===== src/rtl/wallace_reduce_pipe_if.sv =====
// ---------------------------------------------------------------------------
// wallace_reduce_pipe_if
//
// Purpose: groups the operand-side and row-side handshakes of the
// wallace_reduce_pipe multiplier front end into one bundle.
//
// Signals:
//   in_valid  (master -> slave)  operand pair on a/b is valid
//   in_ready  (slave -> master)  block accepts the pair this cycle
//   a, b      (master -> slave)  8-bit unsigned operands
//   out_valid (slave -> master)  row_s/row_c hold a valid carry-save pair
//   out_ready (master -> slave)  downstream consumes the rows this cycle
//   row_s     (slave -> master)  16-bit carry-save sum row
//   row_c     (slave -> master)  16-bit carry-save carry row, at its weight
//   busy      (slave -> master)  at least one pipeline stage is occupied
//
// The slave modport is the multiplier's view; the master modport is the view
// of whatever surrounds it (operand source plus row consumer).
// ---------------------------------------------------------------------------
interface wallace_reduce_pipe_if;
    logic        in_valid;
    logic        in_ready;
    logic [7:0]  a;
    logic [7:0]  b;
    logic        out_valid;
    logic        out_ready;
    logic [15:0] row_s;
    logic [15:0] row_c;
    logic        busy;

    modport slave (
        input  in_valid,
        input  a,
        input  b,
        input  out_ready,
        output in_ready,
        output out_valid,
        output row_s,
        output row_c,
        output busy
    );

    modport master (
        output in_valid,
        output a,
        output b,
        output out_ready,
        input  in_ready,
        input  out_valid,
        input  row_s,
        input  row_c,
        input  busy
    );
endinterface


===== src/rtl/wallace_reduce_pipe.sv =====
// ---------------------------------------------------------------------------
// wallace_reduce_pipe
//
// Purpose: pipelined 8x8 unsigned partial-product generator and Wallace-tree
// reducer. Each accepted operand pair leaves as two 16-bit carry-save rows
// (row_s, row_c) whose integer sum is exactly a*b, ready to feed a 16-bit
// carry-lookahead adder with carry-in tied low.
//
// Ports:
//   clk    rising-edge clock
//   rst_n  synchronous active-low reset; clears every stage and holds
//          in_ready low while asserted
//   bus    wallace_reduce_pipe_if.slave
//            in_valid/in_ready/a/b        operand handshake
//            out_valid/out_ready/row_s/row_c  row handshake
//            busy                          any stage occupied
//
// Pipeline:
//   stage 1  eight partial-product rows pp[i] = {8{b[i]}} & a   (v1)
//   stage 2  Wallace levels 1-2: 8 -> 6 -> 4 rows                (v2)
//   stage 3  Wallace levels 3-4: 4 -> 3 -> 2 rows                (v3)
//
// Each stage advances when it is empty or the stage after it advances, so a
// full pipeline accepts and emits on the same edge, and bubbles collapse.
// The only combinational input-to-output path is out_ready -> in_ready.
// ---------------------------------------------------------------------------
module wallace_reduce_pipe (
    input  logic                    clk,
    input  logic                    rst_n,
    wallace_reduce_pipe_if.slave    bus
);

    // 3:2 compressor applied column-wise across three rows. The carry row is
    // returned already shifted to the next column. Because every row stays
    // non-negative and the rows of a level always sum to a*b < 2^16, the bit
    // shifted out of position 15 is provably zero.
    function automatic logic [15:0] fa_sum(input logic [15:0] x,
                                           input logic [15:0] y,
                                           input logic [15:0] z);
        return x ^ y ^ z;
    endfunction

    function automatic logic [15:0] fa_carry(input logic [15:0] x,
                                             input logic [15:0] y,
                                             input logic [15:0] z);
        return ((x & y) | (x & z) | (y & z)) << 1;
    endfunction

    // 2:2 half-adder compressor for a leftover pair of rows.
    function automatic logic [15:0] ha_sum(input logic [15:0] x,
                                           input logic [15:0] y);
        return x ^ y;
    endfunction

    function automatic logic [15:0] ha_carry(input logic [15:0] x,
                                             input logic [15:0] y);
        return (x & y) << 1;
    endfunction

    // ------------------------------------------------------------------
    // Pipeline state
    // ------------------------------------------------------------------
    logic [7:0][7:0]  pp_q,   pp_d;     // stage 1: unshifted partial products
    logic             v1_q,   v1_d;
    logic [3:0][15:0] red4_q, red4_d;   // stage 2: four weighted rows
    logic             v2_q,   v2_d;
    logic [15:0]      rs_q,   rs_d;     // stage 3: carry-save pair
    logic [15:0]      rc_q,   rc_d;
    logic             v3_q,   v3_d;
    logic             busy_q, busy_d;

    // ------------------------------------------------------------------
    // Stall chain: a stage may load when it is empty or its successor
    // is moving on this edge.
    // ------------------------------------------------------------------
    logic adv1, adv2, adv3;

    assign adv3 = !v3_q || bus.out_ready;
    assign adv2 = !v2_q || adv3;
    assign adv1 = !v1_q || adv2;

    assign bus.in_ready = rst_n && adv1;

    // ------------------------------------------------------------------
    // Stage 1 next state: partial-product rows
    // ------------------------------------------------------------------
    always_comb begin
        pp_d = pp_q;
        v1_d = v1_q;
        if (adv1) begin
            // An empty predecessor still loads data here; it is don't-care
            // while v1 is low.
            v1_d = bus.in_valid;
            for (int i = 0; i < 8; i++) begin
                pp_d[i] = {8{bus.b[i]}} & bus.a;
            end
        end
    end

    // ------------------------------------------------------------------
    // Stage 2 next state: Wallace levels 1 and 2 (8 -> 6 -> 4 rows)
    // ------------------------------------------------------------------
    logic [7:0][15:0] lvl0;
    logic [5:0][15:0] lvl1;
    logic [3:0][15:0] lvl2;

    always_comb begin
        for (int i = 0; i < 8; i++) begin
            lvl0[i] = {8'h00, pp_q[i]} << i;
        end

        // Level 1: two full-adder groups of three, one half-adder pair.
        lvl1[0] = fa_sum  (lvl0[0], lvl0[1], lvl0[2]);
        lvl1[1] = fa_carry(lvl0[0], lvl0[1], lvl0[2]);
        lvl1[2] = fa_sum  (lvl0[3], lvl0[4], lvl0[5]);
        lvl1[3] = fa_carry(lvl0[3], lvl0[4], lvl0[5]);
        lvl1[4] = ha_sum  (lvl0[6], lvl0[7]);
        lvl1[5] = ha_carry(lvl0[6], lvl0[7]);

        // Level 2: two full-adder groups of three.
        lvl2[0] = fa_sum  (lvl1[0], lvl1[1], lvl1[2]);
        lvl2[1] = fa_carry(lvl1[0], lvl1[1], lvl1[2]);
        lvl2[2] = fa_sum  (lvl1[3], lvl1[4], lvl1[5]);
        lvl2[3] = fa_carry(lvl1[3], lvl1[4], lvl1[5]);
    end

    always_comb begin
        red4_d = red4_q;
        v2_d   = v2_q;
        if (adv2) begin
            red4_d = lvl2;
            v2_d   = v1_q;
        end
    end

    // ------------------------------------------------------------------
    // Stage 3 next state: Wallace levels 3 and 4 (4 -> 3 -> 2 rows)
    // ------------------------------------------------------------------
    logic [2:0][15:0] lvl3;
    logic [15:0]      lvl4_s, lvl4_c;

    always_comb begin
        // Level 3: one full-adder group; the fourth row passes through.
        lvl3[0] = fa_sum  (red4_q[0], red4_q[1], red4_q[2]);
        lvl3[1] = fa_carry(red4_q[0], red4_q[1], red4_q[2]);
        lvl3[2] = red4_q[3];

        // Level 4: final full-adder group leaves the carry-save pair.
        lvl4_s  = fa_sum  (lvl3[0], lvl3[1], lvl3[2]);
        lvl4_c  = fa_carry(lvl3[0], lvl3[1], lvl3[2]);
    end

    always_comb begin
        rs_d = rs_q;
        rc_d = rc_q;
        v3_d = v3_q;
        if (adv3) begin
            rs_d = lvl4_s;
            rc_d = lvl4_c;
            v3_d = v2_q;
        end
    end

    // busy is registered from the next-state valid flags so that it is a
    // clean flop output rather than an OR of flops.
    assign busy_d = v1_d || v2_d || v3_d;

    // ------------------------------------------------------------------
    // State registers
    // ------------------------------------------------------------------
    always_ff @(posedge clk) begin
        if (!rst_n) begin
            pp_q   <= '0;
            v1_q   <= 1'b0;
            red4_q <= '0;
            v2_q   <= 1'b0;
            rs_q   <= '0;
            rc_q   <= '0;
            v3_q   <= 1'b0;
            busy_q <= 1'b0;
        end else begin
            pp_q   <= pp_d;
            v1_q   <= v1_d;
            red4_q <= red4_d;
            v2_q   <= v2_d;
            rs_q   <= rs_d;
            rc_q   <= rc_d;
            v3_q   <= v3_d;
            busy_q <= busy_d;
        end
    end

    assign bus.out_valid = v3_q;
    assign bus.row_s     = rs_q;
    assign bus.row_c     = rc_q;
    assign bus.busy      = busy_q;

endmodule

===== src/flat_wrapper.sv =====
// flat-port wrapper written by rule: the top's interface ports become plain ports
module wallace_reduce_pipe_flat 
  (clk, rst_n, bus_in_valid, bus_a, bus_b, bus_out_ready, bus_in_ready, bus_out_valid, bus_row_s, bus_row_c, bus_busy);
  wallace_reduce_pipe_if bus_i ();
  input  logic clk;
  input  logic rst_n;
  input wire logic [$bits(bus_i.in_valid)-1:0] bus_in_valid;
  input wire logic [$bits(bus_i.a)-1:0] bus_a;
  input wire logic [$bits(bus_i.b)-1:0] bus_b;
  input wire logic [$bits(bus_i.out_ready)-1:0] bus_out_ready;
  output wire logic [$bits(bus_i.in_ready)-1:0] bus_in_ready;
  output wire logic [$bits(bus_i.out_valid)-1:0] bus_out_valid;
  output wire logic [$bits(bus_i.row_s)-1:0] bus_row_s;
  output wire logic [$bits(bus_i.row_c)-1:0] bus_row_c;
  output wire logic [$bits(bus_i.busy)-1:0] bus_busy;
  assign bus_i.in_valid = bus_in_valid;
  assign bus_i.a = bus_a;
  assign bus_i.b = bus_b;
  assign bus_i.out_ready = bus_out_ready;
  assign bus_in_ready = bus_i.in_ready;
  assign bus_out_valid = bus_i.out_valid;
  assign bus_row_s = bus_i.row_s;
  assign bus_row_c = bus_i.row_c;
  assign bus_busy = bus_i.busy;
  wallace_reduce_pipe u_core (.clk(clk), .rst_n(rst_n), .bus(bus_i));
endmodule

===== config.mk =====
export PLATFORM = sky130hd
export DESIGN_NAME = wallace_reduce_pipe_flat
export DESIGN_NICKNAME = d
export VERILOG_FILES = /design/src/rtl/wallace_reduce_pipe_if.sv /design/src/rtl/wallace_reduce_pipe.sv /design/src/flat_wrapper.sv
export SDC_FILE = /design/constraint.sdc
export NUM_CORES = 1
export LEC_CHECK = 0
export CELL_PAD_IN_SITES_DETAIL_PLACEMENT = 1
export CELL_PAD_IN_SITES_GLOBAL_PLACEMENT = 1
export CORE_ASPECT_RATIO = 1.25
export CORE_UTILIZATION = 47
export DETAILED_ROUTE_END_ITERATION = 7
export PLACE_DENSITY = 0.86
export SLEW_MARGIN = 30
export SYNTH_ARGS = -nofsm -noshare
export SYNTH_HDL_FRONTEND = slang
export SYNTH_SLANG_ARGS = --single-unit

===== constraint.sdc =====
create_clock -name clk -period 3.6 [get_ports clk]
set_input_delay 0.54 -clock clk [delete_from_list [all_inputs] [get_ports clk]]
set_output_delay 0.54 -clock clk [all_outputs]
set_load 0.03 [all_outputs]

==> flow_metrics.env, run 1 <==
export IMPL_nets=807
export IMPL_port_buffers=49
export IMPL_setup_violations_final=0
export IMPL_grt_max_degree=238
export IMPL_synth_area_leaders="dfxtp_1 (43%), nand3_1 (16%), fa_1 (12%)"
export IMPL_wl_mm=16.4
export IMPL_htreeDepth=4
export IMPL_switching_share_pct=25.1
export IMPL_crit_fanout=5
export IMPL_synth_top_flop_cell="dfxtp_1"
export IMPL_path_class="input pin to primary output"
export IMPL_cts_resized=0
export IMPL_insertion_delay_ps=430
export IMPL_cp_slowest_stage_delay_ps=710
export IMPL_syn_avg_cell_area_sq_um=8.74
export IMPL_ir_drop_mv=0.266
export IMPL_hp_class="register to register"
export IMPL_gp_congestion=0.738
export IMPL_synth_edf_count=0
export IMPL_syn_inst=724
export IMPL_crit_chain="clkdlybuf4s50_1 > and4b_4 > nor2b_1 > clkdlybuf4s50_1"
export IMPL_vias=5025
export IMPL_pwr_share_seq_pct=44.2
export IMPL_n_fill_cell=1530
export IMPL_cts_buffers_inserted=17
export IMPL_fin_setup_tns_ps=0
export IMPL_p_clk_share_pct=45.6
export IMPL_final_core_util_pct=55.3
export IMPL_syn_to_final_growth_pct=15.0
export IMPL_min_from="u_core.lvl0[0]"
export IMPL_dieWidth_um=106
export IMPL_synth_largest_area_cell="dfxtp_1"
export IMPL_gr_total_overflow=0
export IMPL_viasPerCell=5.53
export IMPL_coreArea_sq_um=13200
export IMPL_p_leak_uw=0.00309
export IMPL_route_detailed_drc=2
export IMPL_rr_startpoint="u_core.bus.out_valid"
export IMPL_internal_power_uw=2740
export IMPL_arrival_ps=2200
export IMPL_cts_sinks=135
export IMPL_ios=55
export IMPL_ys_seq_area_share_pct=42.7
export IMPL_final_setup_skew_ps=7.73
export IMPL_clockRootBuffer="clkbuf_16"
export IMPL_power_switching_uw=918
export IMPL_fin_crit_ps=2740
export IMPL_crit_top_cell="clkdlybuf4s50_1"
export IMPL_cts_buffer_depth=2
export IMPL_dpl_cell_area_sq_um=6720
export IMPL_endpoint="bus_in_ready"
export IMPL_async_flop_share_pct=0
export IMPL_combPwrFrac_pct=10.2
export IMPL_worstReg2RegEnd="u_core.lvl0[86]"
export IMPL_final_cell_area_sq_um=7280
export IMPL_cp_start_kind="input pin"
export IMPL_synth_commonest_cells="nand3_1 (204), dfxtp_1 (135), nand2_1 (90), inv_1 (55), o21ai_0 (45)"
export IMPL_violations="DRC"
export IMPL_cap_violations=0
export IMPL_die_area_sq_um=13900
export IMPL_critical_path_top_delay_family="buffers and inverters"
export IMPL_wire_per_inst_um=18.0
export IMPL_num_antenna_cells=0
export IMPL_cts_tree="done"
export IMPL_synth_top_area_share_pct=42.7
export IMPL_start_util_pct=48.1
export IMPL_crit_cells=4
export IMPL_fmaxAchievable_mhz=365
export IMPL_rrSetupSlack_ps=1710
export IMPL_crit_required_ps=3060
export IMPL_max_slew_margin_pct=35.8
export IMPL_drt_initial_drc_count=307
export IMPL_hold_viol=0
export IMPL_core_rowCount=47
export IMPL_cp_startpoint="bus_out_ready"
export IMPL_worst_path_buf_inv=2
export IMPL_firstDrtPassIters=6
export IMPL_grt_pass1_vias=5142
export IMPL_ys_ff_latch=135
export IMPL_rsz0062_at_grt="no"
export IMPL_postCtsHoldBufs=0
export IMPL_status="finished with violations"
export IMPL_synth_area_sq_um=6330
export IMPL_ant_nets=0
export IMPL_place_hpwl_mm=10.3
export IMPL_maxSlewViolCount=0
export IMPL_grt_use_total_pct=24.9
export IMPL_synth_most_common_cell="nand3_1"
export IMPL_endpoint_kind="primary output"
export IMPL_antenna_found_initial=0
export IMPL_max_slew_worst_pin_slew_ps=964
export IMPL_path_clk_slew_ps=60
export IMPL_die_h_um=132
export IMPL_slowest_stage="clkdlybuf4s50_1"
export IMPL_synth_warnings=0
export IMPL_reg2reg_depth=4
export IMPL_p_per_area_nw_per_um2=502
export IMPL_drive_gt1_share_pct=4.74
export IMPL_grt_pass1_wl_mm=26.8
export IMPL_finalCritPeriodShare_pct=76.2
export IMPL_ys_types=23
export IMPL_post_cts_buffers=0
## area by class of cell
| cell class | instances | area (sq um) | share of cell area, % |
|---|---|---|---|
| multi-input combinational | 463 | 3060 | 42.0 |
| clock inverter | 9 | 103 | 1.41 |
| timing repair buffer | 54 | 546 | 7.49 |
| inverter | 55 | 206 | 2.84 |
| sequential | 135 | 2700 | 37.1 |
| clock buffer | 22 | 454 | 6.24 |
| tap | 171 | 214 | 2.94 |
## worst min path at each step
stage                        to  slack [ps]  depth (start not counted)
6_report       u_core.red4_q[0]         450                          2
5_1_grt        u_core.red4_q[0]         460                          2
4_1_cts        u_core.red4_q[0]         450                          2
3_5_place_dp   u_core.red4_q[0]         450                          2
3_3_place_gp   u_core.red4_q[0]         440                          2
2_1_floorplan  u_core.red4_q[0]         430                          2
## placed cells by master (no fill, tap or decap), types with 2 or more instances in the layout
cell	instances
nand3_1	204
dfxtp_1	135
nand2_1	90
inv_1	55
clkdlybuf4s50_1	48
o21ai_0	45
fa_1	37
ha_1	24
a21boi_0	23
o21ai_1	19
clkbuf_16	17
o211a_1	6
conb_1	5
clkinv_2	4
clkbuf_1	4
o21a_1	3
clkinvlp_4	3
buf_4	3
nor2b_1	2
bufinv_16	2
buf_6	2
## power groups by stage
| stage | Clock [uW] | Sequential, uW | Combinational [uW] |
|---|---|---|---|
| after global routing | 1750 | 1620 | 412 |
| after global placement | 0 | 1640 | 341 |
| after CTS | 1690 | 1620 | 375 |
| final | 1670 | 1620 | 373 |
| after floorplan | 0 | 1670 | 208 |
| after detailed placement | 0 | 1640 | 360 |
## registers in the layout, summed over array words and instances, names as in the netlist
| name | flops |
|---|---|
| u_core.bus.busy | 1 |
| u_core.red4_q | 31 |
| u_core.bus.row_s | 16 |
| u_core.bus.row_c | 11 |
| u_core.lvl0 | 64 |
| u_core.v2_q | 1 |
| u_core.lvl3 | 9 |
| u_core.bus.out_valid | 1 |
| u_core.v1_q | 1 |
## per-stage QoR
stage	std cells	worst slack [ps]	hold WS, ps	total power, uW
floorplan	728	1590	430	1880
detailed placement	878	837	446	2000
finish	909	858	452	3650
CTS	909	851	452	3680
global route	909	791	464	3780
global placement	878	860	442	1980
## per-layer routing
metal | vias to the layer above | GRT usage [%] | part of all wire, %
li1 | 2407 | - | -
met1 | 2484 | 28.7 | 40
met2 | 103 | 45.0 | 54
met3 | 31 | 5.73 | 3.7
met4 | 0 | 8.64 | 1.9
met5 | - | 0 | 0
## cell families after synthesis
| family | after synthesis | share of synthesized area (%) |
|---|---|---|
| other | 1 | 0.0592 |
| flip-flops | 135 | 42.7 |
| AO/OA/AOI/OAI | 97 | 9.27 |
| buffers and inverters | 130 | 9.37 |
| adder cells (fa/ha/maj) | 61 | 16.4 |
| AND/OR/NAND/NOR | 300 | 22.2 |
## worst min-delay path: cells and delay by family (launching register included)
kind / cells / cell delay (ps)
DFF: 1 / 310
and+or+nand+nor: 2 / 100
(Power assumes the default switching activity.)
==> inputs of run 2 (changes only) <==
--- a/config.mk
+++ b/config.mk
@@ -8,9 +8,9 @@
 export CELL_PAD_IN_SITES_DETAIL_PLACEMENT = 1
 export CELL_PAD_IN_SITES_GLOBAL_PLACEMENT = 1
 export CORE_ASPECT_RATIO = 1.25
-export CORE_UTILIZATION = 47
+export CORE_UTILIZATION = 40
 export DETAILED_ROUTE_END_ITERATION = 7
-export PLACE_DENSITY = 0.86
+export PLACE_DENSITY = 0.78
 export SLEW_MARGIN = 30
 export SYNTH_ARGS = -nofsm -noshare
 export SYNTH_HDL_FRONTEND = slang
==> constraint.sdc (replaced) <==
create_clock -name clk -period 2.5 [get_ports clk]
set_input_delay 0.375 -clock clk [delete_from_list [all_inputs] [get_ports clk]]
set_output_delay 0.375 -clock clk [all_outputs]
set_load 0.03 [all_outputs]
==> run 2 against run 1 <==
Against the previous run: the flow now finishes without violations; routed wire length down 6.4%; critical path type unchanged; largest power group unchanged; worst hold slack lost 2.8 ps; worst setup slack worse by 770 ps; largest cell class unchanged.
==> flow_metrics.env, run 2 (synthesis gave the netlist of run 1 again) <==
export IMPL_vias=4936
export IMPL_final_setup_skew_ps=11.6
export IMPL_coreArea_sq_um=15500
export IMPL_viasPerCell=5.18
export IMPL_antenna_found_initial=0
export IMPL_nets=809
export IMPL_insertion_delay_ps=420
export IMPL_port_buffers=49
export IMPL_worst_path_buf_inv=2
export IMPL_cts_sinks=135
export IMPL_hold_worst_slack_ps=449
export IMPL_ant_nets=0
export IMPL_path_class="input pin to primary output"
export IMPL_htreeDepth=4
export IMPL_final_common_cell="nand3_1"
export IMPL_crit_chain="clkdlybuf4s50_1 > and4b_4 > nor2b_1 > clkdlybuf4s50_1"
export IMPL_route_detailed_drc=0
export IMPL_post_cts_buffers=0
export IMPL_crit_required_ps=2120
export IMPL_postCtsHoldBufs=0
export IMPL_ios=55
export IMPL_cts_tree="done"
export IMPL_dpl_cell_area_sq_um=6780
export IMPL_crit_top_cell="clkdlybuf4s50_1"
export IMPL_grt_use_total_pct=20.0
export IMPL_maxSlewViolCount=0
export IMPL_rrSetupSlack_ps=700
export IMPL_gp_congestion=0.749
export IMPL_hp_class="input pin to register"
export IMPL_gr_total_overflow=0
export IMPL_syn_to_final_growth_pct=17.6
export IMPL_path_clk_slew_ps=50
export IMPL_cp_slowest_stage_delay_ps=710
export IMPL_drt_initial_drc_count=308
export IMPL_ir_drop_mv=0.443
export IMPL_status="finished, final reports clean"
export IMPL_grt_max_degree=238
export IMPL_rsz0062_at_grt="no"
export IMPL_cap_violations=0
export IMPL_grt_pass1_vias=5115
export IMPL_fin_crit_ps=2420
export IMPL_endpoint_kind="primary output"
export IMPL_hold_viol=0
export IMPL_finalCritPeriodShare_pct=96.6
export IMPL_start_util_pct=40.8
export IMPL_grt_pass1_wl_mm=25.4
export IMPL_dieWidth_um=115
export IMPL_arrival_ps=2040
export IMPL_max_slew_margin_pct=45.7
export IMPL_core_rowCount=51
export IMPL_slowest_stage="clkdlybuf4s50_1"
export IMPL_mostFrequentLayoutCells="nand3_1 (204), dfxtp_1 (135), nand2_1 (90)"
export IMPL_setup_violations_final=0
export IMPL_wl_mm=15.3
export IMPL_critical_path_top_delay_family="buffers and inverters"
export IMPL_p_per_area_nw_per_um2=739
export IMPL_cts_resized=0
export IMPL_cp_start_kind="input pin"
export IMPL_cts_buffer_depth=2
export IMPL_cts_buffers_inserted=17
export IMPL_largest_reg_flops=64
export IMPL_die_h_um=143
export IMPL_place_hpwl_mm=9.70
export IMPL_clockRootBuffer="clkbuf_16"
export IMPL_crit_fanout=5
export IMPL_final_cell_area_sq_um=7450
export IMPL_fmaxAchievable_mhz=414
export IMPL_max_slew_worst_pin_slew_ps=814
export IMPL_num_antenna_cells=0
export IMPL_p_leak_uw=0.00315
export IMPL_wire_per_inst_um=16.1
export IMPL_drive_gt1_share_pct=5.40
export IMPL_die_area_sq_um=16300
export IMPL_firstDrtPassIters=4
run 2: metrics by stage:
step | setup WS (ps) | TNS [ps] | power [uW] | std cells | utilization [%]
final | 84.5 | 0 | 5500 | 953 | 48.0
after global routing | 68.4 | 0 | 5720 | 953 | 48.0
after CTS | 81.7 | 0 | 5550 | 952 | 47.8
after detailed placement | -7.17 | -16.5 | 2880 | 920 | 43.7
after global placement | 85.0 | 0 | 2860 | 920 | 43.7
after floorplan | 726 | 0 | 2700 | 728 | -
run 2: final timing paths:
path | from | end | depth (start not counted)
worst max-delay path | bus_out_ready | bus_in_ready | 4
worst min-delay path | rst_n | u_core.lvl0[5] | 4
worst max register to register | u_core.bus.out_valid | u_core.lvl0[105] | 3
worst min register to register | u_core.red4_q[1] | u_core.red4_q[1] | 2
run 2: layout make-up:
cell class              instances  area [sq um]
fillers                      1793          8060
repair buffers                 56           581
clock inverters                 7           113
inverters                      55           206
flip-flops and latches        135          2700
well taps                     212           265
multi-input cells             463          3050
clock buffers                  25           526
run 2: power breakdown:
part           internal, uW  switching (uW)  leakage, uW  total (uW)
sequential             2260            64.0      0.00110        2320
combinational           206             326      0.00173         531
clock                  1750             899     0.000315        2650
total                  4210            1290      0.00315        5500
run 2: metal layers:
| layer | track usage (%) | up-vias | share of wire [%] | wire, um |
|---|---|---|---|---|
| met1 | 24.9 | 2407 | 45 | 6880 |
| met5 | 0 | - | 0 | 0 |
| met4 | 8.27 | 0 | 2.2 | 333 |
| met3 | 4.33 | 30 | 3.2 | 497 |
| met2 | 33.5 | 91 | 50 | 7620 |
| li1 | - | 2408 | - | - |
run 2: tightest hold or removal path: stages:
cell	delay [ps]
buf_6	110
buf_12	180
nand3_1	100
o21ai_1	50
